File: config.mk
export PLATFORM = sky130hd
export DESIGN_NAME = ao222_rr_arbiter
export DESIGN_NICKNAME = d
export VERILOG_FILES = /design/src/rtl/ao222_rr_arbiter.sv
export SDC_FILE = /design/constraint.sdc
export NUM_CORES = 1
export LEC_CHECK = 0
export CORE_MARGIN = 5
export CORE_UTILIZATION = 50
export CTS_CLUSTER_DIAMETER = 120
export DETAILED_ROUTE_END_ITERATION = 8
export GPL_ROUTABILITY_DRIVEN = 1
export PLACE_DENSITY = 0.84
export SYNTH_ARGS = -nofsm -noshare
export SYNTH_HDL_FRONTEND = slang
export SYNTH_SLANG_ARGS = --single-unit
File: constraint.sdc
create_clock -name CLK -period 3.6 [get_ports CLK]
set_input_delay 0.72 -clock CLK [delete_from_list [all_inputs] [get_ports CLK]]
set_output_delay 0.72 -clock CLK [all_outputs]
set_load 0.1 [all_outputs]
File: src/rtl/ao222_rr_arbiter.sv
// Round-robin owner selection for a shared AO222 3-way AND-OR bus mux.
// Drives a one-hot enable per leg with break-before-make gaps and optional hold timeout.
module ao222_rr_arbiter #(
  parameter int MAX_HOLD = 16,
  parameter int GAP      = 1,
  parameter int CNT_W    = 8
) (
  input  logic       CLK,
  input  logic       RST,
  input  logic [2:0] REQ,
  input  logic       DONE,
  output logic [2:0] SEL,
  output logic [1:0] GNT_ID,
  output logic       BUSY,
  output logic       TMO
);

  localparam logic [1:0] ST_IDLE  = 2'd0;
  localparam logic [1:0] ST_GRANT = 2'd1;
  localparam logic [1:0] ST_GAP   = 2'd2;

  localparam logic [CNT_W-1:0] HOLD_LAST = CNT_W'((MAX_HOLD > 0) ? (MAX_HOLD - 1) : 0);
  localparam logic [CNT_W-1:0] HOLD_SAT  = {CNT_W{1'b1}};
  localparam logic [1:0]       GAP_LAST  = 2'((GAP > 0) ? (GAP - 1) : 0);
  localparam logic [1:0]       NO_OWNER  = 2'd3;

  logic [1:0]       state_q, state_d;
  logic [1:0]       ptr_q, ptr_d;
  logic [1:0]       owner_q, owner_d;
  logic [CNT_W-1:0] hold_q, hold_d;
  logic [1:0]       gap_q, gap_d;
  logic             pend_q, pend_d;
  logic [2:0]       sel_q, sel_d;
  logic [1:0]       gnt_q, gnt_d;
  logic             busy_q, busy_d;
  logic             tmo_q, tmo_d;

  logic [2:0] win_ptr, win_rel;
  logic [1:0] rel_ptr;
  logic       hold_expired, rel, gr_en;
  logic [1:0] gr_idx;

  function automatic logic [1:0] inc3(input logic [1:0] p);
    return (p == 2'd2) ? 2'd0 : p + 2'd1;
  endfunction

  function automatic logic req_of(input logic [2:0] req, input logic [1:0] idx);
    case (idx)
      2'd0:    return req[0];
      2'd1:    return req[1];
      2'd2:    return req[2];
      default: return 1'b0;
    endcase
  endfunction

  // Returns {found, index} for the first request at or after ptr, wrapping mod 3.
  function automatic logic [2:0] arb_pick(input logic [2:0] req, input logic [1:0] ptr);
    logic [1:0] p;
    logic [2:0] res;
    p   = ptr;
    res = 3'b000;
    for (int i = 0; i < 3; i++) begin
      if (!res[2] && req_of(req, p)) res = {1'b1, p};
      p = inc3(p);
    end
    return res;
  endfunction

  function automatic logic [2:0] onehot3(input logic [1:0] idx);
    case (idx)
      2'd0:    return 3'b001;
      2'd1:    return 3'b010;
      2'd2:    return 3'b100;
      default: return 3'b000;
    endcase
  endfunction

  assign win_ptr      = arb_pick(REQ, ptr_q);
  assign rel_ptr      = inc3(owner_q);
  assign win_rel      = arb_pick(REQ, rel_ptr);
  assign hold_expired = (MAX_HOLD != 0) && (hold_q == HOLD_LAST);
  assign rel          = DONE || !req_of(REQ, owner_q) || hold_expired;

  always_comb begin
    state_d = state_q;
    ptr_d   = ptr_q;
    owner_d = owner_q;
    hold_d  = hold_q;
    gap_d   = gap_q;
    pend_d  = pend_q;
    sel_d   = sel_q;
    gnt_d   = gnt_q;
    busy_d  = busy_q;
    tmo_d   = 1'b0;
    gr_en   = 1'b0;
    gr_idx  = 2'd0;

    case (state_q)
      ST_IDLE: begin
        if (pend_q) begin
          gr_en  = 1'b1;
          gr_idx = owner_q;
        end else if (win_ptr[2]) begin
          gr_en  = 1'b1;
          gr_idx = win_ptr[1:0];
        end else begin
          busy_d = 1'b0;
        end
      end
      ST_GRANT: begin
        if (rel) begin
          ptr_d  = rel_ptr;
          sel_d  = 3'b000;
          gnt_d  = NO_OWNER;
          hold_d = '0;
          tmo_d  = hold_expired && !DONE && req_of(REQ, owner_q);
          if (GAP == 0) begin
            // Winner is picked now but only driven after one dead cycle.
            state_d = ST_IDLE;
            pend_d  = win_rel[2];
            busy_d  = win_rel[2];
            if (win_rel[2]) owner_d = win_rel[1:0];
          end else begin
            state_d = ST_GAP;
            gap_d   = 2'd0;
            busy_d  = 1'b1;
          end
        end else if (hold_q != HOLD_SAT) begin
          hold_d = hold_q + 1'b1;
        end
      end
      ST_GAP: begin
        if (gap_q == GAP_LAST) begin
          if (win_ptr[2]) begin
            gr_en  = 1'b1;
            gr_idx = win_ptr[1:0];
          end else begin
            state_d = ST_IDLE;
            busy_d  = 1'b0;
          end
        end else begin
          gap_d = gap_q + 2'd1;
        end
      end
      default: begin
        state_d = ST_IDLE;
        sel_d   = 3'b000;
        gnt_d   = NO_OWNER;
        busy_d  = 1'b0;
        pend_d  = 1'b0;
      end
    endcase

    if (gr_en) begin
      state_d = ST_GRANT;
      owner_d = gr_idx;
      sel_d   = onehot3(gr_idx);
      gnt_d   = gr_idx;
      busy_d  = 1'b1;
      hold_d  = '0;
      pend_d  = 1'b0;
    end
  end

  always_ff @(posedge CLK) begin
    if (RST) begin
      state_q <= ST_IDLE;
      ptr_q   <= 2'd0;
      owner_q <= 2'd0;
      hold_q  <= '0;
      gap_q   <= 2'd0;
      pend_q  <= 1'b0;
      sel_q   <= 3'b000;
      gnt_q   <= NO_OWNER;
      busy_q  <= 1'b0;
      tmo_q   <= 1'b0;
    end else begin
      state_q <= state_d;
      ptr_q   <= ptr_d;
      owner_q <= owner_d;
      hold_q  <= hold_d;
      gap_q   <= gap_d;
      pend_q  <= pend_d;
      sel_q   <= sel_d;
      gnt_q   <= gnt_d;
      busy_q  <= busy_d;
      tmo_q   <= tmo_d;
    end
  end

  assign SEL    = sel_q;
  assign GNT_ID = gnt_q;
  assign BUSY   = busy_q;
  assign TMO    = tmo_q;

endmodule

* Yosys cells after proc, flatten, opt, wreduce, memory -nomap -nowiden
Index checks and enable logic that the tools add are counted.
Word-level totals: bits in registers 23, latch bits 0, memory bits (writable) 0, memory bits (read-only) 0, input port bits 6, output and inout port bits 7, logic and storage cells 110, memories 0
Cells by class: add/sub/neg operators 5, multipliers 0, divide/modulo/power cells 0, magnitude comparators 0, equality and inequality tests 23, shift operators 0, mux-type cells 40, bitwise logic cells 3, reduce and logical (&&, ||, !) cells 29
Operators with widths (count):
- 2-bit 2-to-1 mux | 12
- 8-bit 2-to-1 mux | 2
- 3-bit 2-to-1 mux | 5
- 1-bit case mux with 3 select lines | 5
- 2-bit logical NOT | 7
- 2-bit by 1-bit equality test with 1-bit output (second input constant) | 6
- 2-bit equality test (second input constant) | 6
- 2-bit case mux with 2 select lines | 3
- 2-bit != test (second input constant) | 5
- 1-bit 2-to-1 mux | 9
- 3-bit != test (second input constant) | 3
- 3-bit case mux with 3 select lines | 1
- 2-bit by 1-bit adder with 2-bit output (second input constant) | 4
- 8-bit by 1-bit adder with 8-bit output (second input constant) | 1
- 8-bit by 4-bit equality test with 1-bit output (second input constant) | 1
- 8-bit != test (second input constant) | 1
- 2-bit AND reduction | 4
- 4-bit AND reduction | 2
- 2-bit case mux with 3 select lines | 1
- 3-bit case mux with 2 select lines | 1
- 1-bit logical AND | 4
- 1-bit logical NOT | 4
- 2-bit nonzero test | 2
- 2-bit OR reduction | 2
- other kinds (6) | 9

* Longest topological paths before layout
Gate-level depths: netlist of the first run.
depth after elaboration 15, gate-level depth with buffers 6, mapped depth without buffers 6

* Worst setup path before layout of the first run
Ideal clock, no wire load.
kind input to register, start input REQ[0], end register ptr_q[0], library setup time 123 ps, arrival time 1747 ps, required time 3477 ps, setup slack 1729 ps, stages 4, path buffers 0, cell sequence mux2_4 > a21o_1 > a21oi_4 > mux2_1
Between the ends: cells in the longest elaborated chain, start to end 5
Ends and longest elaborated chain:
- start: declaration | RTL line 10 | input logic [2:0] REQ,
- 1-bit case mux with 3 select lines | RTL line 48 | case (idx)
- 1-bit logical NOT | RTL line 82 | assign rel = DONE || !req_of(REQ, owner_q) || hold_expired;
- 1-bit logical OR (2 in a row) | RTL line 82
- 2-bit AND reduction (no source line)
- end signal: assignment | RTL line 179 | ptr_q <= ptr_d;
- end: declaration | RTL line 28 | logic [1:0] ptr_q, ptr_d;
Every way passes these cells. A chain may end at the register's enable or synchronous reset.

* Worst setup path after layout of the first run
start register gnt_q[1], in the netlist GNT_ID[1], end output GNT_ID[1]
RTL lines:
- start: declaration | RTL line 34 | logic [1:0] gnt_q, gnt_d;
- start signal: assignment | RTL line 185 | gnt_q <= gnt_d;
- end: declaration | RTL line 13 | output logic [1:0] GNT_ID,
No word-level cell between the ends.

==> results of run 1 <==
## cell type report
class | count | area (µm²) | share of cell area (%)
well taps | 30 | 37.5 | 2.64
repair buffers | 12 | 120 | 8.44
clock inverters | 1 | 5.00 | 0.351
flip-flops and latches | 23 | 460 | 32.3
multi-input cells | 112 | 759 | 53.3
inverters | 5 | 18.8 | 1.32
clock buffers | 3 | 22.5 | 1.58
## flip-flops by register name (all words and copies together), names as in the netlist
name,flops
ptr_q,2
state_q,2
hold_q,8
gap_q,2
BUSY,1
GNT_ID,2
TMO,1
SEL,3
owner_q,2
## report_power, final
part / internal, W / switching (W) / total (W)
Combinational: 0.0000400 / 0.0000857 / 0.000126
Clock: 0.0000416 / 0.0000791 / 0.000121
Sequential: 0.000266 / 0.0000118 / 0.000278
## logic make-up (layout without fill, tap and decap cells)
kind of cell | after synthesis | count (layout)
compound gates | 43 | 43
fa+ha+maj | 2 | 2
buf+inv | 10 | 21
flops | 23 | 23
mux | 4 | 4
simple gates | 63 | 63
## path summary, 6_finish.rpt
check	start	endpoint	depth (start not counted)
worst min-delay path	BUSY$_SDFFE_PP0P_	BUSY$_SDFFE_PP0P_	2
worst max-delay path	GNT_ID[1]$_SDFFE_PP1P_	GNT_ID[1]	1
worst min register to register	BUSY$_SDFFE_PP0P_	BUSY$_SDFFE_PP0P_	2
worst max register to register	gap_q[0]$_SDFFE_PP0P_	hold_q[3]$_SDFFE_PP0P_	6
## per-layer routing
layer	routed length, µm	GRT usage [%]	up-vias
met3	142	2.59	5
met4	38	7.59	0
met1	1240	22.6	517
met2	1360	28.1	38
met5	0	0	-
li1	-	-	573
## synth_stat cells (3+ instances only)
library cell	number	share of area (%)
dfxtp_1	23	37
a21oi_1	13	5.2
nor2_1	6	1.8
a211oi_1	3	1.8
nor3_1	8	3.2
inv_1	5	1.5
nor4_1	4	2.0
or3_1	5	2.5
o22ai_1	3	1.5
nor2b_1	3	1.5
buf_2	3	1.2
nand3_1	9	3.6
nand2_1	12	3.6
## per-stage QoR
step | worst slack, ns | cell area [µm²] | power [W] | hold WS, ns
after CTS | 1.03 | 1420 | 0.000525 | 0.462
final | 1.04 | 1420 | 0.000524 | 0.461
after global routing | 0.990 | 1420 | 0.000549 | 0.494
after global placement | 1.12 | 1400 | 0.000406 | 0.451
after detailed placement | 1.10 | 1400 | 0.000408 | 0.443
after floorplan | 1.73 | 1260 | 0.000378 | 0.466
==> out/results.ini, run 1 <==
[clock_tree]
cts.sinks = 23
clock_path_buffers = 2
post-cts-setup-buffer-count = 0
ctsHoldBuffers = 0
cts-root-buf = clkbuf_4
clock_latency_ns = 0.32
clk_pin_slew_ns = 0.13
post_cts_resized = 0
cts_tree = built
cts_buffers = 3
h-tree-depth = 1

[yosys]
synthFlopType = dfxtp_1
synth_xor_area_share_pct = 0
synthArstFlopShare_pct = 0
synth_top_family_by_area = simple AND/OR/NAND/NOR gates
syn_area_um2 = 1260
synth-warning-count = 0
synth_edf_count = 0
synthAdderAreaFrac_pct = 1.98
synth.distinct_cells = 48
synth-simple-area-share_pct = 29.1
postSynthAreaPerCell_um2 = 8.70
ys_ff_latch = 23
muxShareOfSynthArea_pct = 3.67
ys_seq_area_share_pct = 36.5
netlist_instances = 145
syn-num-nets = 153
synth_compound_area_share_pct = 25.5

[final_layout]
drive_above_1_share_pct = 10.9
fin_nets = 165
n_antenna_cell = 0
syn_to_final_growth_pct = 12.9
final_core_util_pct = 58.0
final_common_cell = dfxtp_1
layout.cells.non_filler = 186
mostFrequentLayoutCells = dfxtp_1, a21oi_1, nand2_1, clkdlybuf4s50_1, nand3_1
fillers = 218

[floorplanning]
core_area_um2 = 2450
fp.dieArea_um2 = 3630
start_util_pct = 51.4
io_pins = 13
die_w_um = 60.2
die_height_um = 60.2
rows = 18

[critical_path]
crit_path_start_kind = flip-flop
r2r_slack_ns = 1.79
max_stage_delay_ns = 1.14
critical_path.max_fanout = 3
path_cells = clkdlybuf4s50_1
criticalPathCategory = flip-flop to primary output
critical-path-top-delay-family = buffers and inverters
cpMaxStageDelayCell = clkdlybuf4s50_1
endpoint_kind = primary output
worst-path-buf-inv = 1
cp_data_required_time_ns = 2.88
crit_arrival_ns = 1.84

[sta]
fin_crit_sh_pct = 71.0
finalMaxSlewViolations = 0
min_period_ns = 2.56
worstMarginPinSlew_ns = 0.971
max_slew_margin_pct = 35.0
grt_setup_unrepaired = false
finalSetupViolCount = 0
finalSetupTns_ns = 0
clock_skew_ns = 0.00490
fmax_mhz = 391
hold_violations = 0

[power_and_ir_drop]
p_leak_nw = 0.493
ir_drop_mv = 0.274
powerDensity_nw_per_um2 = 368

[global_routing]
grt_max_degree = 15
antenna_found_initial = 0
overflow = 0
grt.total_usage_pct = 17.3
grt_pass1_wl_um = 4850
grt_pass1_vias = 1099

[placement]
placed_cells = 182
gp_congestion = 0.843
placement.io_buffers = 12
dp_hpwl_um = 2080

[route]
dr.pass1.iters = 4
antenna_left = 0
drc = 0
vias = 1133
wl_um = 2780
wl_per_cell_um = 14.9
drtIter0Drc = 42
routed_via_density = 6.09

[worst_hold_path]
hp-class = flip-flop to flip-flop

[job]
drv_cap = 0

[outcome]
status = finished clean

(Power assumes the default switching activity.)
==> run 2: changes to the inputs <==
==> constraint.sdc (replaced) <==
create_clock -name CLK -period 2.56 [get_ports CLK]
set_input_delay 0.512 -clock CLK [delete_from_list [all_inputs] [get_ports CLK]]
set_output_delay 0.512 -clock CLK [all_outputs]
set_load 0.1 [all_outputs]
==> run 2 against run 1 <==
Effect of this change: sequential power up 41%; highest routed layer unchanged; global-route usage decreased by 0.93 points; final area decreased by 0.70%; largest power group unchanged; wire length decreased by 6.3%; critical path depth grew 4; clock power rose by 37%.
==> out/results.ini, run 2 (synthesis gave the netlist of run 1 again) <==
[outcome]
status = finished clean

[placement]
placed_cells = 183  ; +0.55%
dp_hpwl_um = 2030  ; -2.4%
placement.io_buffers = 12  ; unchanged
dpl_cell_area_um2 = 1390  ; -0.72%
gp_congestion = 0.809  ; -4.0%

[floorplanning]
fp.dieArea_um2 = 3630  ; unchanged
core_area_um2 = 2450  ; unchanged
rows = 18  ; unchanged
io_pins = 13  ; unchanged
die_w_um = 60.2  ; unchanged
start_util_pct = 51.4  ; unchanged
die_height_um = 60.2  ; unchanged

[sta]
max_slew_margin_pct = 65.7  ; +31 points
finalSetupTns_ns = 0  ; unchanged
fin_crit_sh_pct = 75.0
finalSetupViolCount = 0  ; unchanged
min_period_ns = 1.92
fmax_mhz = 521
hold_violations = 0  ; unchanged
grt_setup_unrepaired = false
fin_hold_ws_ns = 0.462  ; +0.00130 ns
worstMarginPinSlew_ns = 0.514  ; -0.458 ns
clock_skew_ns = 0.00758  ; +0.00268 ns
finalMaxSlewViolations = 0  ; unchanged

[clock_tree]
cts_tree = built
cts_buffers = 3  ; unchanged
cts.sinks = 23  ; unchanged
cts-root-buf = clkbuf_4
post-cts-setup-buffer-count = 0  ; unchanged
clock_path_buffers = 2  ; unchanged
ctsHoldBuffers = 0  ; unchanged
post_cts_resized = 0  ; unchanged
clk_pin_slew_ns = 0.12  ; about the same
h-tree-depth = 1  ; unchanged
clock_latency_ns = 0.31  ; about the same

[final_layout]
largest_reg_flops = 8  ; unchanged
n_antenna_cell = 0  ; unchanged
drive_above_1_share_pct = 15.9  ; +5.0 points
final_common_cell = dfxtp_1
regMostFlops = hold_q
mostFrequentLayoutCells = dfxtp_1, a21oi_1, nand2_1
layout.cells.non_filler = 187  ; +0.54%
fin_nets = 166  ; +0.61%
stdcell_area_um2 = 1410  ; -0.70%
syn_to_final_growth_pct = 12.1
fillers = 218  ; unchanged

[route]
antenna_left = 0  ; unchanged
wl_um = 2600  ; -6.3%
dr.pass1.iters = 4  ; unchanged
routed_via_density = 6.11  ; +0.26%
vias = 1142  ; +0.79%
wl_per_cell_um = 13.9  ; -6.8%
drtIter0Drc = 27  ; -36%
drc = 0  ; unchanged

[critical_path]
r2r-start = gap_q[0]$_SDFFE_PP0P_
cp_data_required_time_ns = 2.77  ; -0.11 ns
criticalPathCategory = primary input to flip-flop
crit_path_start_kind = primary input
critical_path.max_fanout = 7  ; +4
endpoint_kind = flip-flop
crit_arrival_ns = 2.13  ; +0.29 ns
cp-startpoint = REQ[0]
r2r_slack_ns = 0.74  ; -1.05 ns

[global_routing]
overflow = 0  ; unchanged
grt_max_degree = 15  ; unchanged
grt.total_usage_pct = 16.4  ; -0.93 points
antenna_found_initial = 0  ; unchanged
grt_pass1_vias = 1102  ; +0.27%
grt_pass1_wl_um = 4600  ; -5.3%

[power_and_ir_drop]
ir_drop_mv = 0.448  ; +63%
p_leak_nw = 0.507  ; +2.9%
powerDensity_nw_per_um2 = 517  ; +40%
total_power_w = 0.000731  ; +39%

[worst_hold_path]
hp-class = flip-flop to flip-flop
hp-start = BUSY$_SDFFE_PP0P_

[job]
drv_cap = 0  ; unchanged

run 2: power by group:
group,switching (W),internal [W]
combinational,0.000119,0.0000544
sequential,0.0000169,0.000374
clock,0.000108,0.0000583
run 2: final cells by class:
class | instances | area (µm²) | area share [%]
clock buffers | 3 | 22.5 | 1.59
flip-flops and latches | 23 | 460 | 32.6
repair buffers | 13 | 110 | 7.79
inverters | 5 | 18.8 | 1.33
clock inverters | 1 | 5.00 | 0.354
well taps | 30 | 37.5 | 2.65
multi-input cells | 112 | 759 | 53.7
run 2: path summary, 6_finish.rpt:
path | to | cells after the start
max | ptr_q[0]$_SDFFE_PP0P_ | 5
min reg2reg | BUSY$_SDFFE_PP0P_ | 2
max reg2reg | hold_q[6]$_SDFFE_PP0P_ | 6
min | BUSY$_SDFFE_PP0P_ | 2
run 2: metrics by stage:
stage	util (%)	setup WS [ns]
floorplan	-	0.897
global placement	56.5	0.339
detailed placement	56.5	0.316
CTS	57.6	0.643
global route	57.6	0.459
finish	57.6	0.641
run 2: metal layers:
metal | global-route usage (%) | wire (µm) | up-vias | part of all wire (%)
met4 | 6.33 | 41 | 0 | 1.6
met1 | 20.2 | 1190 | 528 | 46
li1 | - | - | 578 | -
met2 | 27.6 | 1270 | 30 | 49
met3 | 3.46 | 106 | 6 | 4.1
met5 | 0 | 0 | - | 0
run 2: worst max-delay path, cell delays in order:
cell and delay (ns):
clkdlybuf4s50_1 0.48, mux2_4 0.31, a21o_1 0.25, a21oi_4 0.23, mux2_1 0.33
